`config.mk`:
```
export PLATFORM = sky130hd
export DESIGN_NAME = axis_uart_tx_core
export DESIGN_NICKNAME = d
export VERILOG_FILES = /design/src/rtl/axis_uart_tx_core.sv
export SDC_FILE = /design/constraint.sdc
export NUM_CORES = 1
export LEC_CHECK = 0
export CORE_ASPECT_RATIO = 0.6
export CORE_UTILIZATION = 30
export CTS_BUF_LIST = sky130_fd_sc_hd__clkbuf_4 sky130_fd_sc_hd__clkbuf_8
export DETAILED_ROUTE_END_ITERATION = 7
export PLACE_DENSITY = 0.55
export SLEW_MARGIN = 0
export SYNTH_ARGS = -nofsm -noshare
export SYNTH_HDL_FRONTEND = slang
export SYNTH_SLANG_ARGS = --single-unit
```
`constraint.sdc`:
```
create_clock -name aclk -period 1.6 [get_ports aclk]
set_clock_uncertainty 0.1 [all_clocks]
set_input_delay 0.16 -clock aclk [delete_from_list [all_inputs] [get_ports aclk]]
set_output_delay 0.16 -clock aclk [all_outputs]
set_load 0.005 [all_outputs]
```
`src/rtl/axis_uart_tx_core.sv`:
```
// AXI-Stream byte in, serial UART frame out: start, DATA_BITS LSB first,
// optional parity, STOP_BITS stop bits. Bit timing from an integer divider.
module axis_uart_tx_core #(
  parameter int unsigned BAUD_CLOCK_SPEED = 2000000,
  parameter int unsigned BAUD_RATE        = 250000,
  parameter int unsigned PARITY_ENA       = 0,
  parameter int unsigned PARITY_TYPE      = 0,
  parameter int unsigned STOP_BITS        = 1,
  parameter int unsigned DATA_BITS        = 8
) (
  input  logic       aclk,
  input  logic       arstn,
  input  logic [7:0] s_axis_tdata,
  input  logic       s_axis_tvalid,
  output logic       s_axis_tready,
  output logic       tx,
  output logic       busy
);

  localparam int unsigned DIV   = BAUD_CLOCK_SPEED / BAUD_RATE;
  localparam int unsigned CNT_W = (DIV > 1) ? $clog2(DIV) : 1;

  localparam logic [CNT_W-1:0] CNT_LAST  = CNT_W'(DIV - 1);
  localparam logic [2:0]       DATA_LAST = 3'(DATA_BITS - 1);
  localparam logic [2:0]       STOP_LAST = 3'(STOP_BITS - 1);
  localparam logic [7:0]       DATA_MASK = 8'((1 << DATA_BITS) - 1);

  // Reject configurations the frame logic cannot represent
  if (DIV < 2) begin : g_bad_div
    $error("axis_uart_tx_core: BAUD_CLOCK_SPEED/BAUD_RATE must be at least 2");
  end
  if (DATA_BITS < 5 || DATA_BITS > 8) begin : g_bad_data_bits
    $error("axis_uart_tx_core: DATA_BITS must be 5..8");
  end
  if (STOP_BITS < 1 || STOP_BITS > 2) begin : g_bad_stop_bits
    $error("axis_uart_tx_core: STOP_BITS must be 1 or 2");
  end
  if (PARITY_TYPE > 3) begin : g_bad_parity_type
    $error("axis_uart_tx_core: PARITY_TYPE must be 0..3");
  end

  typedef enum logic [2:0] {
    S_IDLE,
    S_START,
    S_DATA,
    S_PARITY,
    S_STOP
  } state_e;

  state_e           state_q;
  logic [CNT_W-1:0] baud_q;
  logic [2:0]       bit_q;
  logic [7:0]       shift_q;
  logic             parity_q;
  logic             tx_q;
  logic             tready_q;
  logic             busy_q;

  // Parity bit for the active data bits of a byte
  function automatic logic parity_of(input logic [7:0] d);
    logic x;
    x = ^(d & DATA_MASK);
    case (PARITY_TYPE)
      0:       return x;
      1:       return ~x;
      2:       return 1'b1;
      default: return 1'b0;
    endcase
  endfunction

  // Frame sequencer: accepts a byte in IDLE, then walks each bit for DIV cycles
  always_ff @(posedge aclk) begin
    if (!arstn) begin
      state_q  <= S_IDLE;
      baud_q   <= '0;
      bit_q    <= '0;
      shift_q  <= '0;
      parity_q <= 1'b0;
      tx_q     <= 1'b1;
      tready_q <= 1'b0;
      busy_q   <= 1'b0;
    end else begin
      case (state_q)
        S_IDLE: begin
          tx_q     <= 1'b1;
          busy_q   <= 1'b0;
          tready_q <= 1'b1;
          baud_q   <= '0;
          bit_q    <= '0;
          if (s_axis_tvalid && tready_q) begin
            shift_q  <= s_axis_tdata & DATA_MASK;
            parity_q <= parity_of(s_axis_tdata);
            tready_q <= 1'b0;
            busy_q   <= 1'b1;
            tx_q     <= 1'b0;
            state_q  <= S_START;
          end
        end
        default: begin
          if (baud_q != CNT_LAST) begin
            baud_q <= baud_q + 1'b1;
          end else begin
            baud_q <= '0;
            case (state_q)
              S_START: begin
                tx_q    <= shift_q[0];
                shift_q <= shift_q >> 1;
                bit_q   <= '0;
                state_q <= S_DATA;
              end
              S_DATA: begin
                if (bit_q != DATA_LAST) begin
                  tx_q    <= shift_q[0];
                  shift_q <= shift_q >> 1;
                  bit_q   <= bit_q + 1'b1;
                end else begin
                  bit_q <= '0;
                  if (PARITY_ENA != 0) begin
                    tx_q    <= parity_q;
                    state_q <= S_PARITY;
                  end else begin
                    tx_q    <= 1'b1;
                    state_q <= S_STOP;
                  end
                end
              end
              S_PARITY: begin
                tx_q    <= 1'b1;
                bit_q   <= '0;
                state_q <= S_STOP;
              end
              S_STOP: begin
                if (bit_q != STOP_LAST) begin
                  bit_q <= bit_q + 1'b1;
                end else begin
                  bit_q    <= '0;
                  tx_q     <= 1'b1;
                  tready_q <= 1'b1;
                  busy_q   <= 1'b0;
                  state_q  <= S_IDLE;
                end
              end
              default: state_q <= S_IDLE;
            endcase
          end
        end
      endcase
    end
  end

  assign s_axis_tready = tready_q;
  assign tx            = tx_q;
  assign busy          = busy_q;

endmodule
```
Yosys cells after proc, flatten, opt, wreduce, memory -nomap -nowiden
Cells that the tools add are included.
Widths: inputs -> output; s select.
{ "totals": {"ff_bits": 20, "in_bits": 11, "out_inout_bits": 3, "elab_cells": 66} }
{ "op_classes": {"addsub": 2, "n_eq_ne": 12, "n_mux": 28, "bitwise_logic": 2, "n_reduce_logical": 15} }
{ "op_table": {"columns": ["operator", "count"], "rows": [
  ["$mux 8", 4],
  ["$mux 3", 7],
  ["$pmux 8 s2", 1],
  ["$mux 1", 13],
  ["$ne 3x3->1 const B", 4],
  ["$pmux 3 s4", 1],
  ["$pmux 3 s3", 1],
  ["$reduce_bool 3->1", 3],
  ["$reduce_and 4->1", 2],
  ["$add 3x1->3 const B", 2],
  ["$eq 3x2->1 const B", 2],
  ["$reduce_and 3->1", 2],
  ["$reduce_bool 5->1", 1],
  ["$ne 2x1->1 const B", 2],
  ["$pmux 1 s4", 1],
  ["$reduce_or 2->1", 2],
  ["$eq 3x1->1 const B", 1],
  ["$eq 3x3->1 const B", 1],
  ["$logic_not 3->1", 1],
  ["$ne 3x2->1 const B", 1],
  ["$reduce_or 3->1", 1],
  ["$ne 2x2->1 const B", 1],
  ["$not 1->1", 2],
  ["$reduce_and 2->1", 1],
  ["other kinds (2)", 2]
]} }

Longest topological paths before layout
{ "depth": {"ltp_word": 5, "mapped_depth": 8, "mapped_depth_nobuf": 6} }

Worst setup path before layout
OpenSTA, ideal clock, no wires.
{ "synth_timing": {"path_type": "flip-flop to flip-flop", "from": "reg baud_q[0]", "to": "reg shift_q[0]", "setup_ns": 0.116, "t_arrival_ns": 1.569, "t_required_ns": 1.384, "setup_slack_ns": -0.185, "path_stages_with_launch": 8, "path_buffers": 2, "period_less_slack_ns": 1.785, "cell_sequence": "dfxtp_1 > ha_1 > ha_1 > buf_2 > o21ba_1 > and4bb_4 > buf_12 > o211a_1"} }
{ "synth_between": {"elab_chain_len": 3} }
{ "synth_lines": {"columns": ["element", "line_no", "text"], "rows": [
  ["start: declaration", "51", "logic [CNT_W-1:0] baud_q;"],
  ["start signal: assignment", "101", "baud_q <= baud_q + 1'b1;"],
  ["$ne 3x3->1", "100", "if (baud_q != CNT_LAST) begin"],
  ["$ne 2x1->1 (no line)", null, null],
  ["$reduce_and 4->1 (no line)", null, null],
  ["end signal: assignment", "91", "shift_q <= s_axis_tdata & DATA_MASK;"],
  ["end signal: assignment", "107", "shift_q <= shift_q >> 1;"],
  ["end signal: assignment", "114", "shift_q <= shift_q >> 1;"],
  ["end: declaration", "53", "logic [7:0] shift_q;"]
]} }
No other way between the ends.
A chain may end at the register's enable or synchronous reset.

Worst setup path after layout
{ "layout_timing": {"from": "reg baud_q[1]", "to": "reg shift_q[3]"} }
The elaborated chain is that of the path after synthesis.

==> flow_summary_export.csv <==
group,metric,value,unit
finish,drive_gt1_share,31.7,%
cts,clock_sinks,20,
yosys,avgSynthCellArea,9.06,µm²
global_route,track_usage,13.9,%
yosys,synth-edff-count,0,
yosys,synth_top_area_share,37.1,%
yosys,ys_async_sr_fraction,0,%
placement,dpl_cell_area,1350,µm²
sta,rsz0062_at_grt,"yes",
power,peakVddDrop,592,µV
worst_setup_path,crit_arrival,1.64,ns
global_route,grt_pass1_wl,4.13,mm
cts,clock_latency,0.26,ns
finish,antenna_cells,0,
yosys,synth-seq-cells,20,
placement,pre_cts_slack,-0.0956,ns
yosys,synth_common_cells,"20 x dfxtp_1, 12 x o21ai_0, 11 x nand2_1, 8 x o211a_1",
outcome,status,"finished clean",
yosys,synth_area_leaders,"dfxtp_1 37%, o211a_1 7.4%, ha_1 5.8%, o21ai_0 5.6%, nand2_1 3.8%",
yosys,ys_seq_area_share,37.1,%
worst_setup_path,crit_required,1.65,ns
yosys,synthesis.area,1080,µm²
placement,io_buffer_count,13,
sta,max_freq,629,MHz
power,fin_total_pwr,1.15,mW
yosys,ys.flop_type,"dfxtp_1",
detailed_routing,dr.pass1.iters,4,
detailed_routing,drt_iter0_markers,83,
detailed_routing,viasPerCell,5.11,
yosys,yosys_warnings,0,
sta,fin_crit,1.59,ns
power,power_density,752,nW/µm²
detailed_routing,vias,971,
placement,dp.cells,182,
yosys,ys_types,38,
yosys,syn_inst,119,
detailed_routing,drc,0,
detailed_routing,wl,2.64,mm
floorplanning,num_io_pins,14,
worst_setup_path,start_kind,"flip-flop",
sta,setup_violations,0,
global_route,grt_max_degree,15,
cts,cts_tree,"done",
finish,stdcell_count,190,
floorplanning,die-height,48.4,µm
global_route,grt_pass1_vias,870,
cts,h-tree-depth,1,
worst_setup_path,path_class,"reg2reg",
worst_setup_path,cp-end-kind,"flip-flop",
cts,clkTransAtPathRegs,0.07,ns
cts,root_buffer,"clkbuf_8",
floorplanning,core_area,3340,µm²
sta,hold_violations,0,
yosys,synth_most_common_cell,"dfxtp_1",
yosys,synth_largest_area_cell,"dfxtp_1",
worst_setup_path,critPathMaxFanout,8,
yosys,synth_nets,135,
cts,cts-buffers-inserted,3,
placement,hpwl,1.80,mm
flow_run,drv_cap,0,
global_route,grt_antenna_before_repair,0,
sta,slew_viol_final,0,
detailed_routing,routedWlPerCell,13.9,µm
global_route,overflow,0,
sta,relSlewSlack,80.3,%
finish,layout.nets,162,
min_path,hold_path.class,"reg2reg",
floorplanning,start_util,32.3,%
sta,setup_slack,0.0102,ns
placement,gp_congestion,0.772,
finish,synthToLayoutAreaGrowth,41.2,%
floorplanning,rows,16,
detailed_routing,ant_nets,0,
sta,fin_crit_sh,99.4,%
cts,cts.path.max_buffers,2,
floorplanning,die_x,79.4,µm
floorplanning,dieArea,3850,µm²
sta,tightest_slew,0.295,ns
power,power_leakage,0.647,nW
finish,final_area,1520,µm²
placed cells by master, fill, tap and decap left out, drive strengths merged, types with 2 or more instances in the layout:
cell            n
o211ai          2
nor2b           4
inv             4
and4bb          2
buf            16
o211a           8
clkbuf          4
ha              5
nand2b          2
a21oi           4
nand2          11
nand3b          2
nor2            5
clkdlybuf4s50  13
o21ai          13
a21boi          3
dfxtp          20
and2            3
nor3            2
nand3           8
layout make-up:
| type | instances | area [µm²] |
|---|---|---|
| clock buffer | 4 | 55.1 |
| fill | 317 | 1820 |
| inverter | 4 | 15.0 |
| multi-input combinational | 88 | 726 |
| sequential | 20 | 408 |
| tap | 45 | 56.3 |
| timing repair buffer | 29 | 263 |
stage by stage:
stage               TNS, ns  hold WS, ns  utilization [%]
floorplan            -0.469        0.182                -
global placement     -0.674        0.325             40.4
detailed placement   -0.617        0.331             40.4
CTS                       0        0.341             44.4
global route         -0.260        0.352             45.5
finish                    0        0.337             45.5
critical path, cell delays in order, from the launching register on:
cell and delay, ns:
dfxtp_2 0.35, ha_4 0.14, ha_4 0.12, o21ba_4 0.16, and4bb_4 0.40, nand3_2 0.09, o211a_1 0.12
state kept, by name, indices dropped and copies added (netlist names):
register	flops
state_q	3
s_axis_tready	1
bit_q	3
busy	1
baud_q	3
tx	1
shift_q	8
cell families (layout without fill, tap and decap cells):
kind of cell / count (synthesis) / in the layout / synth area share, %
adder cells (fa/ha/maj): 6 / 6 / 6.73
AO/OA/AOI/OAI: 37 / 37 / 24.2
multiplexers: 1 / 1 / 0.928
buffers and inverters: 12 / 37 / 6.84
flip-flops: 20 / 20 / 37.1
AND/OR/NAND/NOR: 43 / 44 / 24.1
per-layer routing:
metal | vias to the layer above | part of all wire [%] | track usage [%]
met5 | - | 0 | 0
met4 | 0 | 0.49 | 1.82
met3 | 2 | 3.6 | 4.72
met2 | 13 | 41 | 19.1
met1 | 474 | 54 | 21.3
li1 | 482 | - | -
final timing paths:
check | startpoint | to | cells past startpoint | slack (ns)
max | baud_q[1]$_SDFF_PP0_ | shift_q[3]$_SDFFE_PN0P_ | 6 | 0.01
min | baud_q[0]$_SDFF_PP0_ | baud_q[0]$_SDFF_PP0_ | 1 | 0.34
max reg2reg | baud_q[1]$_SDFF_PP0_ | shift_q[3]$_SDFFE_PN0P_ | 6 | 0.01
min reg2reg | baud_q[0]$_SDFF_PP0_ | baud_q[0]$_SDFF_PP0_ | 1 | 0.34
power by group:
part / internal [mW] / total (mW) / switching, mW
registers: 0.532 / 0.554 / 0.0217
logic: 0.115 / 0.208 / 0.0934
clock network: 0.219 / 0.383 / 0.165
repair_timing:
item,in CTS,in global routing
gates cloned,1,0
pin swaps,3,6
buffers inserted,1,2
endpoints found under the setup margin,8,13
resized for setup,12,10
hold buffers,0,0
Power figures use the tool's default switching activity.
==> patch (config.mk and constraints unchanged) <==
Change the parameter `PARITY_ENA` from 0 to 1.
--- a/src/rtl/axis_uart_tx_core.sv
+++ b/src/rtl/axis_uart_tx_core.sv
@@ -3,7 +3,7 @@
 module axis_uart_tx_core #(
   parameter int unsigned BAUD_CLOCK_SPEED = 2000000,
   parameter int unsigned BAUD_RATE        = 250000,
-  parameter int unsigned PARITY_ENA       = 0,
+  parameter int unsigned PARITY_ENA       = 1,
   parameter int unsigned PARITY_TYPE      = 0,
   parameter int unsigned STOP_BITS        = 1,
   parameter int unsigned DATA_BITS        = 8
Check against the original RTL: same outputs for any inputs over 10 cycles, from zero or initial values and one cycle with arstn low; that may be too few to reach the edited logic, so the function may still have changed.
==> patch against the unedited design <==
The run now ends with negative setup slack left. Sequential cell count grew 1. Area after synthesis grew 6.7%. Critical path depth grew 3. First-iteration DRC count shrank 55%. Wire length grew 2.1%. Power grew 13%. Critical endpoint is now shift_q[6]. Cell area grew 10%. Setup slack lost 0.35 ns.
==> patch: results (changes against the unedited design) <==
* Status: finished with violations
* Failing checks: negative setup slack
* Ys async rst share at 0% (unchanged)
* Synth warn at 0 (unchanged)
* Crit-path max FO at 7 (-1)
* DR vias at 1057 (+8.9%)
* 1st-iter DRT viols at 37 (-55%)
* First-pass GRT wire length at 4.42 mm (+7.2%)
* Root Driver: clkbuf_8
* CTS buffer count at 3 (unchanged)
* Worst reg-to-reg path cell count at 9 (+3)
* DPL Wire Length at 2.01 mm (+12%)
* CP Data Arrival Time at 2.01 ns (+0.37 ns)
* DR pass1 iterations at 4 (unchanged)
* GR Util All Layers at 14.1% (+0.16 points)
* Worst-skew pair later-pin latency at 0.26 ns (about the same)
* Port Buffers at 13 (unchanged)
* Area fraction in compound gates after synthesis at 21.3% (-2.9 points)
* Internal power at 0.936 mW (+8.2%)
* Gpl congestion at 0.829 (+7.3%)
* Pleak at 0.643 nW (-0.65%)
* Vias in the first global route at 955 (+9.8%)
* Placed Instances at 207 (+14%)
* VDD IR-drop max at 367 uV (-38%)
* Register area share after synthesis at 36.5% (-0.60 points)
* Clock Path Buffers at 2 (unchanged)
* Syn Inst Count at 136 (+14%)
* Layout net count at 188 (+16%)
* Final Setup Violations at 10 (+10)
* Largest area contributor in the synthesized netlist: dfxtp_1
* Adder-Cell Fraction of Synth Area at 5.43% (-1.3 points)
* Synthesized net count at 152 (+13%)
* Fin worst setup slack at -0.336 ns (-0.346 ns)
* Final hold vios at 0 (unchanged)
* Max reg flops at 8 (unchanged)
* Pin count of the biggest net entering global routing at 16 (+1)
* Share of post-route cells with drive strength above 1 at 32.7% (+1.0 points)
* Hold-critical path depth at 1 (unchanged)
* Slew headroom at 67.2% (-13 points)
* Ant diodes at 0 (unchanged)
* Post-synthesis mux area share at 0.978% (+0.050 points)
* DP Worst Slack at -0.330 ns (-0.235 ns)
* Layout fillers at 350 (+10%)
* XOR/XNOR Fraction of Synth Area at 5.33% (+5.3 points)
* Synth top cells by count: 21 x dfxtp_1, 21 x nand2_1, 16 x nor2_1
* Routed wire length at 2.70 mm (+2.1%)
* Avg Vias per Cell at 4.85 (-5.1%)
* Synth area leaders: dfxtp_1 37%, nand2_1 6.8%, ha_1 5.4%, xnor2_1 5.3%, nor2_1 5.2%
* Biggest register: shift_q
* Largest family of logic cells by synthesized area: simple AND/OR/NAND/NOR gates
* Synth unique cells at 37 (-2.6%)
## patch: cell count changes after synthesis, moves of 4 or more
cell      change
a21oi_1       +4
a311oi_1      +4
nand2_1      +10
nor2_1       +11
o211a_1       -7
o21ai_0       -7
xnor2_1       +7
## patch: worst max-delay path: stages, from the launching register on
cell and delay [ns]:
dfxtp_2 0.34, ha_4 0.16, ha_4 0.15, and2b_1 0.20, o21ai_2 0.07, a221oi_4 0.32, buf_4 0.17, clkbuf_16 0.14
nor2_4 0.03, a311oi_2 0.18
## patch: layout make-up
cell class / count / share of cell area, %
clock buffer: 3 / 2.46
clock inverter: 1 / 0.298
inverter: 6 / 1.34
multi-input combinational: 102 / 45.0
sequential: 21 / 25.5
tap: 47 / 3.50
timing repair buffer: 38 / 21.9
## patch: power groups by stage
stage / clock, mW / combinational, mW / sequential, mW
floorplan: 0 / 0.192 / 0.594
global placement: 0 / 0.280 / 0.601
detailed placement: 0 / 0.283 / 0.602
CTS: 0.369 / 0.301 / 0.590
global route: 0.388 / 0.379 / 0.593
finish: 0.354 / 0.349 / 0.589
## patch: path summary, 6_finish.rpt
| path | from | to | slack [ns] |
|---|---|---|---|
| setup / recovery | bit_q[0] | shift_q[6] | -0.34 |
| hold / removal | baud_q[0] | baud_q[0] | 0.32 |
| setup reg to reg | bit_q[0] | shift_q[6] | -0.34 |
| hold reg to reg | baud_q[0] | baud_q[0] | 0.32 |
## patch: metal layers
layer,GRT usage (%),wire length (um),vias up,share of wire (%)
met4,1.75,0,0,0
li1,-,-,545,-
met3,3.89,63,0,2.3
met2,19.4,1120,15,42
met1,21.7,1510,497,56
met5,0,0,-,0
## patch: logic make-up after synthesis
group	count (synthesis)
AO/OA/AOI/OAI	30
flip-flops	21
XOR/XNOR	7
adder cells (fa/ha/maj)	5
AND/OR/NAND/NOR	59
multiplexers	1
buffers and inverters	13
## patch: timing repair
action	CTS	global route
cloned	0	1
pin swaps	3	9
gates resized for setup	6	10
buffers inserted	3	3
setup endpoints to repair	14	15
## patch: through the flow
| step | total power, mW | area (um^2) | setup TNS (ns) | utilization, % | hold slack (ns) |
|---|---|---|---|---|---|
| finish | 1.29 | 1680 | -2.37 | 45.6 | 0.319 |
| global route | 1.36 | 1680 | -3.23 | 45.6 | 0.334 |
| CTS | 1.26 | 1580 | -2.19 | 43.0 | 0.342 |
| detailed placement | 0.885 | 1490 | -2.49 | 40.6 | 0.331 |
| global placement | 0.881 | 1490 | -2.21 | 40.6 | 0.317 |
| floorplan | 0.786 | 1210 | -1.48 | - | 0.193 |
